**src/rtl/sa_pkg.sv**
```systemverilog
// Shared definitions for the systolic-array GEMM sequencer.
// - Default geometry of the array and its SRAM banks.
// - Ctrl-state encodings driven onto systolic_array_top's i_ctrl_state.
// - Sequencer FSM state encoding.
package sa_pkg;

  localparam int DEF_NUM_ROW              = 4;
  localparam int DEF_NUM_COL              = 4;
  localparam int DEF_ACCU_DATA_WIDTH      = 32;
  localparam int DEF_LOG2_SRAM_BANK_DEPTH = 5;
  localparam int DEF_CTRL_WIDTH           = 4;

  // SRAM address width follows the bank depth.
  localparam int DEF_AW = DEF_LOG2_SRAM_BANK_DEPTH;

  // Array ctrl-state encodings; must match systolic_array_top.
  localparam logic [3:0] CTRL_IDLE   = 4'd0;
  localparam logic [3:0] CTRL_WARMUP = 4'd1;
  localparam logic [3:0] CTRL_STEADY = 4'd2;
  localparam logic [3:0] CTRL_DRAIN  = 4'd3;

  typedef enum logic [2:0] {
    S_IDLE,
    S_WARMUP,
    S_STEADY,
    S_DRAIN,
    S_READ,
    S_DONE
  } state_t;

endpackage

```
**src/rtl/sa_phase_counter.sv**
```systemverilog
// Phase-length counter.
// - load : restart at 0 and capture a new length (asserted on state entry)
// - len  : length in cycles, sampled when load is high
// - count: cycles elapsed since the last load
// - last : high in the final cycle of the phase (count == len-1)
module sa_phase_counter #(
  parameter int W = 6
) (
  input  logic         clk,
  input  logic         rst,
  input  logic         load,
  input  logic [W-1:0] len,
  output logic [W-1:0] count,
  output logic         last
);

  logic [W-1:0] len_q;

  // NOTE: sequential state is written with non-blocking assignments only, so
  // every register samples the values that existed before the clock edge.
  always_ff @(posedge clk) begin
    if (rst) begin
      count <= '0;
      len_q <= '0;
    end else if (load) begin
      count <= '0;
      len_q <= len;
    end else begin
      count <= count + W'(1);
    end
  end

  assign last = (count == len_q - W'(1));

endmodule

```
**src/rtl/sa_gemm_sequencer.sv**
```systemverilog
// Run-time controller for systolic_array_top: sequences one output-stationary
// tile op (WARMUP -> STEADY -> DRAIN -> readout of the down SRAM).
// Ports:
// - clk, rst                     clock, synchronous active-high reset
// - i_start                      1-cycle op request, honoured only when idle
// - i_top_start/end              top SRAM read window (inclusive)
// - i_left_start/end             left SRAM read window (inclusive)
// - i_down_start                 down SRAM readout base address
// - o_busy / o_done / o_err      status: op in flight / op finished / bad start
// - o_ctrl_state                 array ctrl state (IDLE/WARMUP/STEADY/DRAIN)
// - o_top_rd_*, o_left_rd_*      latched read windows for the array
// - o_down_rd_en/addr            down SRAM read port
// - i_down_rd_data               down SRAM read data (for the address presented)
// - o_res_valid/data/row         registered result beats, one per array row
module sa_gemm_sequencer
  import sa_pkg::*;
#(
  parameter int NUM_ROW              = DEF_NUM_ROW,
  parameter int NUM_COL              = DEF_NUM_COL,
  parameter int ACCU_DATA_WIDTH      = DEF_ACCU_DATA_WIDTH,
  parameter int LOG2_SRAM_BANK_DEPTH = DEF_LOG2_SRAM_BANK_DEPTH,
  parameter int CTRL_WIDTH           = DEF_CTRL_WIDTH
) (
  input  logic                               clk,
  input  logic                               rst,
  input  logic                               i_start,
  input  logic [LOG2_SRAM_BANK_DEPTH-1:0]    i_top_start,
  input  logic [LOG2_SRAM_BANK_DEPTH-1:0]    i_top_end,
  input  logic [LOG2_SRAM_BANK_DEPTH-1:0]    i_left_start,
  input  logic [LOG2_SRAM_BANK_DEPTH-1:0]    i_left_end,
  input  logic [LOG2_SRAM_BANK_DEPTH-1:0]    i_down_start,
  output logic                               o_busy,
  output logic                               o_done,
  output logic                               o_err,
  output logic [CTRL_WIDTH-1:0]              o_ctrl_state,
  output logic [LOG2_SRAM_BANK_DEPTH-1:0]    o_top_rd_start,
  output logic [LOG2_SRAM_BANK_DEPTH-1:0]    o_top_rd_end,
  output logic [LOG2_SRAM_BANK_DEPTH-1:0]    o_left_rd_start,
  output logic [LOG2_SRAM_BANK_DEPTH-1:0]    o_left_rd_end,
  output logic                               o_down_rd_en,
  output logic [LOG2_SRAM_BANK_DEPTH-1:0]    o_down_rd_addr,
  input  logic [NUM_COL*ACCU_DATA_WIDTH-1:0] i_down_rd_data,
  output logic                               o_res_valid,
  output logic [NUM_COL*ACCU_DATA_WIDTH-1:0] o_res_data,
  output logic [$clog2(NUM_ROW)-1:0]         o_res_row
);

  localparam int AW = LOG2_SRAM_BANK_DEPTH;
  localparam int CW = AW + 1;  // holds a full-bank window length without wrap
  localparam int RW = $clog2(NUM_ROW);

  localparam logic [CW-1:0] DRAIN_LEN = CW'(NUM_ROW + NUM_COL - 1);
  // One extra cycle lets the final read beat land before S_DONE.
  localparam logic [CW-1:0] READ_LEN  = CW'(NUM_ROW + 1);
  localparam logic [CW-1:0] LAST_ROW  = CW'(NUM_ROW - 1);

  state_t        state;
  logic [AW-1:0] down_q;

  logic          win_ok;
  logic [CW-1:0] k_top_in;
  logic [CW-1:0] k_left;

  logic          phase_load;
  logic [CW-1:0] phase_len;
  logic [CW-1:0] phase_cnt;
  logic          phase_last;

  logic          read_load;
  logic [CW-1:0] read_cnt;
  logic          read_last;

  // Window lengths are computed one bit wider so a full-bank window is legal.
  assign win_ok   = (i_top_end >= i_top_start) && (i_left_end >= i_left_start);
  assign k_top_in = {1'b0, i_top_end} - {1'b0, i_top_start} + CW'(1);
  assign k_left   = {1'b0, o_left_rd_end} - {1'b0, o_left_rd_start} + CW'(1);

  // The phase counter reloads on the same edge the FSM enters the next phase,
  // so the length offered here belongs to the phase being entered.
  // NOTE: every signal assigned in always_comb gets a default first; a path
  // that leaves one unassigned would infer a latch.
  always_comb begin
    phase_load = 1'b0;
    phase_len  = '0;
    unique case (state)
      S_IDLE: begin
        phase_load = i_start && win_ok;
        phase_len  = k_top_in;
      end
      S_WARMUP: begin
        phase_load = phase_last;
        phase_len  = k_left;
      end
      S_STEADY: begin
        phase_load = phase_last;
        phase_len  = DRAIN_LEN;
      end
      default: ;
    endcase
  end

  assign read_load = (state == S_DRAIN) && phase_last;

  sa_phase_counter #(.W(CW)) u_phase_cnt (
    .clk   (clk),
    .rst   (rst),
    .load  (phase_load),
    .len   (phase_len),
    .count (phase_cnt),
    .last  (phase_last)
  );

  sa_phase_counter #(.W(CW)) u_read_cnt (
    .clk   (clk),
    .rst   (rst),
    .load  (read_load),
    .len   (READ_LEN),
    .count (read_cnt),
    .last  (read_last)
  );

  // Only completion is signalled through phase_last; the raw phase count is
  // not needed by the FSM.
  logic unused_phase_cnt;
  assign unused_phase_cnt = ^phase_cnt;

  always_ff @(posedge clk) begin
    if (rst) begin
      state           <= S_IDLE;
      down_q          <= '0;
      o_busy          <= 1'b0;
      o_done          <= 1'b0;
      o_err           <= 1'b0;
      o_ctrl_state    <= CTRL_WIDTH'(CTRL_IDLE);
      o_top_rd_start  <= '0;
      o_top_rd_end    <= '0;
      o_left_rd_start <= '0;
      o_left_rd_end   <= '0;
      o_down_rd_en    <= 1'b0;
      o_down_rd_addr  <= '0;
      o_res_valid     <= 1'b0;
      o_res_data      <= '0;
      o_res_row       <= '0;
    end else begin
      o_done <= 1'b0;
      o_err  <= 1'b0;

      // Down SRAM data is captured in the cycle its address is presented, so
      // the result beat trails the read enable by exactly one cycle.
      o_res_valid <= o_down_rd_en;
      if (o_down_rd_en) begin
        o_res_data <= i_down_rd_data;
        o_res_row  <= read_cnt[RW-1:0];
      end

      unique case (state)
        S_IDLE: begin
          if (i_start) begin
            if (win_ok) begin
              state           <= S_WARMUP;
              o_busy          <= 1'b1;
              o_ctrl_state    <= CTRL_WIDTH'(CTRL_WARMUP);
              o_top_rd_start  <= i_top_start;
              o_top_rd_end    <= i_top_end;
              o_left_rd_start <= i_left_start;
              o_left_rd_end   <= i_left_end;
              down_q          <= i_down_start;
            end else begin
              o_err <= 1'b1;
            end
          end
        end
        S_WARMUP: begin
          if (phase_last) begin
            state        <= S_STEADY;
            o_ctrl_state <= CTRL_WIDTH'(CTRL_STEADY);
          end
        end
        S_STEADY: begin
          if (phase_last) begin
            state        <= S_DRAIN;
            o_ctrl_state <= CTRL_WIDTH'(CTRL_DRAIN);
          end
        end
        S_DRAIN: begin
          if (phase_last) begin
            state          <= S_READ;
            o_ctrl_state   <= CTRL_WIDTH'(CTRL_IDLE);
            o_down_rd_en   <= 1'b1;
            o_down_rd_addr <= down_q;
          end
        end
        S_READ: begin
          // read_cnt is the row being read this cycle; set up the next one.
          if (read_cnt < LAST_ROW) begin
            o_down_rd_addr <= down_q + read_cnt[AW-1:0] + AW'(1);
          end else begin
            o_down_rd_en   <= 1'b0;
            o_down_rd_addr <= '0;
          end
          if (read_last) begin
            state  <= S_DONE;
            o_busy <= 1'b0;
            o_done <= 1'b1;
          end
        end
        S_DONE: begin
          state <= S_IDLE;
        end
        default: begin
          state <= S_IDLE;
        end
      endcase
    end
  end

endmodule

```
**config.mk**
```make
export PLATFORM = sky130hd
export DESIGN_NAME = sa_gemm_sequencer
export DESIGN_NICKNAME = d
export VERILOG_FILES = /design/src/rtl/sa_pkg.sv /design/src/rtl/sa_phase_counter.sv /design/src/rtl/sa_gemm_sequencer.sv
export SDC_FILE = /design/constraint.sdc
export NUM_CORES = 1
export LEC_CHECK = 0
export ABC_AREA = 1
export CAP_MARGIN = 20
export CORE_MARGIN = 2
export CORE_UTILIZATION = 55
export CTS_CLUSTER_DIAMETER = 30
export CTS_CLUSTER_SIZE = 16
export DETAILED_ROUTE_END_ITERATION = 16
export DONT_BUFFER_PORTS = 1
export GPL_TIMING_DRIVEN = 0
export PLACE_DENSITY = 0.7
export SLEW_MARGIN = 0
export SYNTH_ARGS = -nofsm -noshare
export SYNTH_HDL_FRONTEND = slang
export SYNTH_SLANG_ARGS = --single-unit
```
**constraint.sdc**
```tcl
create_clock -name clk -period 6.4 [get_ports clk]
set_input_delay 0.96 -clock clk [delete_from_list [all_inputs] [get_ports clk]]
set_output_delay 0.96 -clock clk [all_outputs]
set_load 0.02 [all_outputs]
```
Yosys cells after proc, flatten, opt, wreduce, memory -nomap -nowiden
Cells that the tools add are included.
{"block": "op_classes", "n_addsub": 10, "n_lt_le_gt_ge": 3, "n_eq_ne": 13, "n_mux": 27, "n_bitwise": 3, "n_reduce_logical": 18}
{"operator": "adder 6 x 1 -> 6 bit (second input constant)", "count": 4}
{"operator": "2-to-1 mux 4 bit", "count": 5}
{"operator": "2-to-1 mux 3 bit", "count": 6}
{"operator": "one-hot mux 6 bit (3 select lines)", "count": 1}
{"operator": "one-hot mux 4 bit (4 select lines)", "count": 1}
{"operator": "one-hot mux 3 bit (5 select lines)", "count": 1}
{"operator": "inequality test 2 bit (second input constant)", "count": 7}
{"operator": "== test 6 bit", "count": 2}
{"operator": "AND reduction 6 bit", "count": 2}
{"operator": "subtractor 5 x 5 -> 6 bit", "count": 2}
{"operator": "greater-or-equal comparator 5 bit", "count": 2}
{"operator": "2-to-1 mux 5 bit", "count": 2}
{"operator": "one-hot mux 5 bit (2 select lines)", "count": 1}
{"operator": "OR reduction 2 bit", "count": 4}
{"operator": "2-to-1 mux 1 bit", "count": 7}
{"operator": "== test 3 x 2 -> 1 bit (second input constant)", "count": 2}
{"operator": "less-than comparator 6 x 2 -> 1 bit (second input constant)", "count": 1}
{"operator": "one-hot mux 1 bit (2 select lines)", "count": 3}
{"operator": "AND reduction 3 bit", "count": 2}
{"operator": "subtractor 6 x 1 -> 6 bit (second input constant)", "count": 1}
{"operator": "adder 5 x 1 -> 5 bit (second input constant)", "count": 1}
{"operator": "adder 5 bit", "count": 1}
{"operator": "AND reduction 4 bit", "count": 1}
{"operator": "nonzero test 2 bit", "count": 2}
{"operator": "other kinds (9)", "count": 13}
{"block": "totals", "regBits": 191, "in_bits": 156, "wordCells": 93}

Depth between registers and ports, before layout
{"block": "logic_depth", "depth_word": 5, "depth_mapped": 18}

Cells and area by module
From an unflattened synthesis, not the netlist that was laid out.
{"block": "hier_totals", "hier_cells": 1103, "hier_area_um2": 8194.1}
{"module": "sa_gemm_sequencer", "n_inst": 1, "cells_each": 912, "area_per_inst_um2": 6924.1}
{"module": "sa_phase_counter (u_phase_cnt)", "n_inst": 1, "cells_each": 96, "area_per_inst_um2": 640.6}
{"module": "sa_phase_counter (u_read_cnt)", "n_inst": 1, "cells_each": 95, "area_per_inst_um2": 629.4}

Worst setup path after synthesis
No wires, ideal clock.
{"block": "synth_timing", "path_type": "input to register", "from": "input port i_top_start[1]", "to": "register u_phase_cnt.len_q[5]", "setup_ns": 0.064, "arrival_time_ns": 2.599, "required_time_ns": 6.336, "path_slack_ns": 3.738, "stages": 17, "path_cell_list": "inv_1 > ha_1 > inv_1 > ha_1 > inv_1 > fa_1 > inv_1 > nand2_1 > a21oi_1 > nor2_1 > nand2_1 > nand2_1 > o21ai_0 > inv_1 > nand2_1 > nand2_1 > nor2_1"}
{"block": "synth_via", "elab_chain_len": 4}
{"item": "start, declared", "line": "sa_gemm_sequencer.sv:27", "source": "input logic [LOG2_SRAM_BANK_DEPTH-1:0] i_top_start,"}
{"item": "parallel branches: the longest is 4 deep, another holds subtractor 5 x 5 -> 6 bit"}
{"item": "end signal, assigned", "line": "sa_phase_counter.sv:27", "source": "len_q <= len;"}
{"item": "end, declared", "line": "sa_phase_counter.sv:17", "source": "logic [W-1:0] len_q;"}
Parallel ways; which one is timed is not known.
A chain may end at the register's enable or synchronous reset.

Worst setup path after layout
Ends and elaborated chain as after synthesis.

==> run summary <==
IO Pins = 320
DRT met1 WL = 8440 um
Wire length on met2 = 10600 um
Uppermost metal layer occupied by signal nets = met4
R2R setup slack = 4.04 ns
Htree depth = 4
Vias in the first global route = 6365
Clock skew = 0.00799 ns
Pre-CTS setup slack = 3.50 ns
CTS resizes = 0
Final period util = 0.392
CTS tree = done
Hold-fix buffers at CTS = 0
DR iter-0 viols = 334
Root buf cell = clkbuf_16
TNS Setup = 0 ns
Final min period = 2.51 ns
CP endpoint kind = flip-flop
Final worst setup slack = 3.89 ns
Share of layout cells above drive strength 1 = 0.0578
Clock buffer count from CTS = 17
Pins Over Slew Limit = 0
Achievable Freq = 399 MHz
Largest family of logic cells by synthesized area = simple AND/OR/NAND/NOR gates
# DRC = 0
WP data required = 6.76 ns
Clock power frac = 0.319
Slew headroom = 0.656
Post-Syn Area = 7900 um^2
Initial Utilization = 0.567
Reg clk slew, reported paths = 0.06 ns
Critical path's largest stage delay = 0.35 ns
Multiplexer share of the synthesized area = 0
Die area = 15300 um^2
Placer Congestion = 0.872
Slowest-stage cell, CP = fa_1
Clock Sinks = 189
Flop pwr share = 0.506
I/O Buffers = 0
Syn avg cell area = 7.47 um^2
Area Growth Syn to Fin = 9.98%
Gr ovfl total = 0
Drt total wl = 21500 um
YS warnings = 0
Die H = 124 um
Xor/xnor share of the synthesized area = 0.00998
Worst Setup Path Type = in -> reg
Post-synthesis compound-gate area fraction = 0.144
Final setup viols = 0
Post-synthesis register bit count = 189
Status = finished clean
Seq/Total Area, Yosys = 0.479
Startpoint type of the worst setup path = input port
Fin. Hold Viols = 0
Netlist cell types = 36
Int Pwr = 2.04 mW
CP arrival = 2.87 ns
Number of synthesized flops with an enable pin = 0
Total vias in the final route = 6851
1st-pass router iterations = 5
Sw Ratio = 0.352
Routed Antenna Nets = 0
Worst hold-check path type = reg -> reg
Post-synthesis simple-gate area fraction = 0.229
Row cnt = 43
RSZ-0062 raised after global routing = false
Comb power frac = 0.175
Core region area = 13900 um^2
Clk_lat worst skew = 0.43 ns
PwrDens = 363 nW/um^2
Worst VDD drop = 0.000202 V
Longest Clk Path Bufs = 2
Asr flop ratio synth = 0
Biggest area consumer among synthesized cells = dfxtp_1
Wire length on met3 = 1630 um
Initial antenna violation count = 0
Synth top area cells = dfxtp_1, nor2_1, o21ai_0
Global Route Usage Sum = 0.271
Vias/cell = 5.39
Post-synthesis adder-cell area fraction = 0.0609
Yosys top cell area share = 0.479
Critical path, cell by cell = inv_1 > ha_1 > inv_1 > ha_1 > inv_1 > fa_1 > inv_1 > nand2_1 > a21oi_1 > nor2_1 > nand2_1 > nand2_1 > o21ai_0 > inv_1 > nand2_1 > nand2_1 > nor2_1
First-pass GRT wire length = 32000 um
Syn Inst Count = 1057
Drt wl/cell = 16.9 um
Synth Flop Type = dfxtp_1
Dpl hpwl = 16400 um
Antenna diodes = 0
Pleak = 3.90 nW
Worst-path fanout max = 3
Setup bufs post-CTS = 0
Largest net degree at the start of global routing = 18
Max_cap viols = 0
Tightest Pin Transition = 0.515 ns
P_sw = 1.11 mW
Die Wd = 124 um
Nets@finish = 1269
## worst paths after layout
check                       from                   end  depth (start not counted)
max               i_top_start[1]  u_phase_cnt.len_q[5]                         17
min reg2reg  u_read_cnt.len_q[0]   u_read_cnt.len_q[0]                          2
max reg2reg     o_left_rd_end[1]  u_phase_cnt.len_q[5]                         18
min          u_read_cnt.len_q[0]   u_read_cnt.len_q[0]                          2
## cells in the mapped netlist, types with 2 or more instances
cell type / instances
a21oi_1: 42
nor2_1: 318
clkbuf_1: 38
nor3_1: 4
buf_2: 13
fa_1: 4
clkinv_1: 2
buf_1: 2
nand3b_1: 2
nand3_1: 21
xor2_1: 5
nand4_1: 10
inv_1: 87
xnor2_1: 4
buf_4: 2
ha_1: 32
nand2_1: 84
o21ai_0: 168
dfxtp_1: 189
a221oi_1: 2
inv_2: 7
o22ai_1: 5
nor2_2: 3
## logic make-up (layout without fill, tap and decap cells)
logic type,Yosys count,after routing
AOI/OAI and AO/OA,221,221
xor gates and xnor gates,9,9
adders and majority gates,36,36
buffers and inverters,152,184
DFF,189,189
other,1,2
and+or+nand+nor,449,449
## flip-flops by register name (all words and copies together) (netlist names), 2 cells and up
signal and flops:
o_left_rd_end 5, o_top_rd_start 5, o_ctrl_state 2, o_left_rd_start 5, down_q 5, o_top_rd_end 5, u_phase_cnt.len_q 6, o_down_rd_addr 5
o_res_row 2, o_res_data 128, u_phase_cnt.count 6, state 3, u_read_cnt.count 6
## per-stage QoR
| step | utilization | cells | instance area, um^2 | hold WS, ns | power [mW] |
|---|---|---|---|---|---|
| final | 0.623 | 1270 | 8680 | 0.475 | 3.15 |
| after global routing | 0.623 | 1270 | 8680 | 0.503 | 3.31 |
| after CTS | 0.623 | 1270 | 8680 | 0.481 | 3.16 |
| after detailed placement | 0.583 | 1238 | 8120 | 0.471 | 2.16 |
| after global placement | 0.583 | 1238 | 8120 | 0.467 | 2.15 |
| after floorplan | - | 1058 | 7900 | 0.441 | 2.00 |
## layout by cell type (no fill, tap or decap), types with 2 or more instances in the layout
master	instances
o21ai_0	168
clkinvlp_4	2
inv_2	7
fa_1	4
buf_1	2
inv_1	87
dfxtp_1	189
o22ai_1	5
clkinv_2	2
inv_8	3
nand3b_1	2
a21oi_1	42
a221oi_1	2
nand4_1	10
xor2_1	5
clkinv_4	2
xnor2_1	4
nor2_2	3
clkbuf_8	2
nor3_1	4
inv_6	3
buf_2	13
nand3_1	21
ha_1	32
conb_1	2
clkbuf_16	17
clkinv_1	2
nor2_1	318
buf_4	2
clkbuf_1	39
nand2_1	84
## worst max-delay path, delay by kind of cell
family,cells,cell delay [ns]
simple gates,7,0.45
compound gates,2,0.29
buf+inv,5,0.29
fa+ha+maj,3,0.85
## power groups by stage
stage               Combinational [mW]  Sequential (mW)  Clock [mW]
floorplan                        0.431             1.57           0
global placement                 0.532             1.62           0
detailed placement               0.543             1.62           0
CTS                              0.550             1.59        1.02
global route                     0.640             1.60        1.07
finish                           0.552             1.59        1.00
## metal layers
layer	global-route usage	vias up
li1	-	3404
met1	0.318	3162
met2	0.453	237
met3	0.0875	48
met4	0.124	0
met5	0	-
## area by class of cell
cell class              count  area (um^2)
well taps                 180          225
fillers                  1277         5250
plain buffers              56          241
clock inverters            12          103
multi-input cells         717         3510
inverters                  96          360
clock buffers              20          457
flip-flops and latches    189         3780
Note: power is estimated with default switching activity, not from simulation.
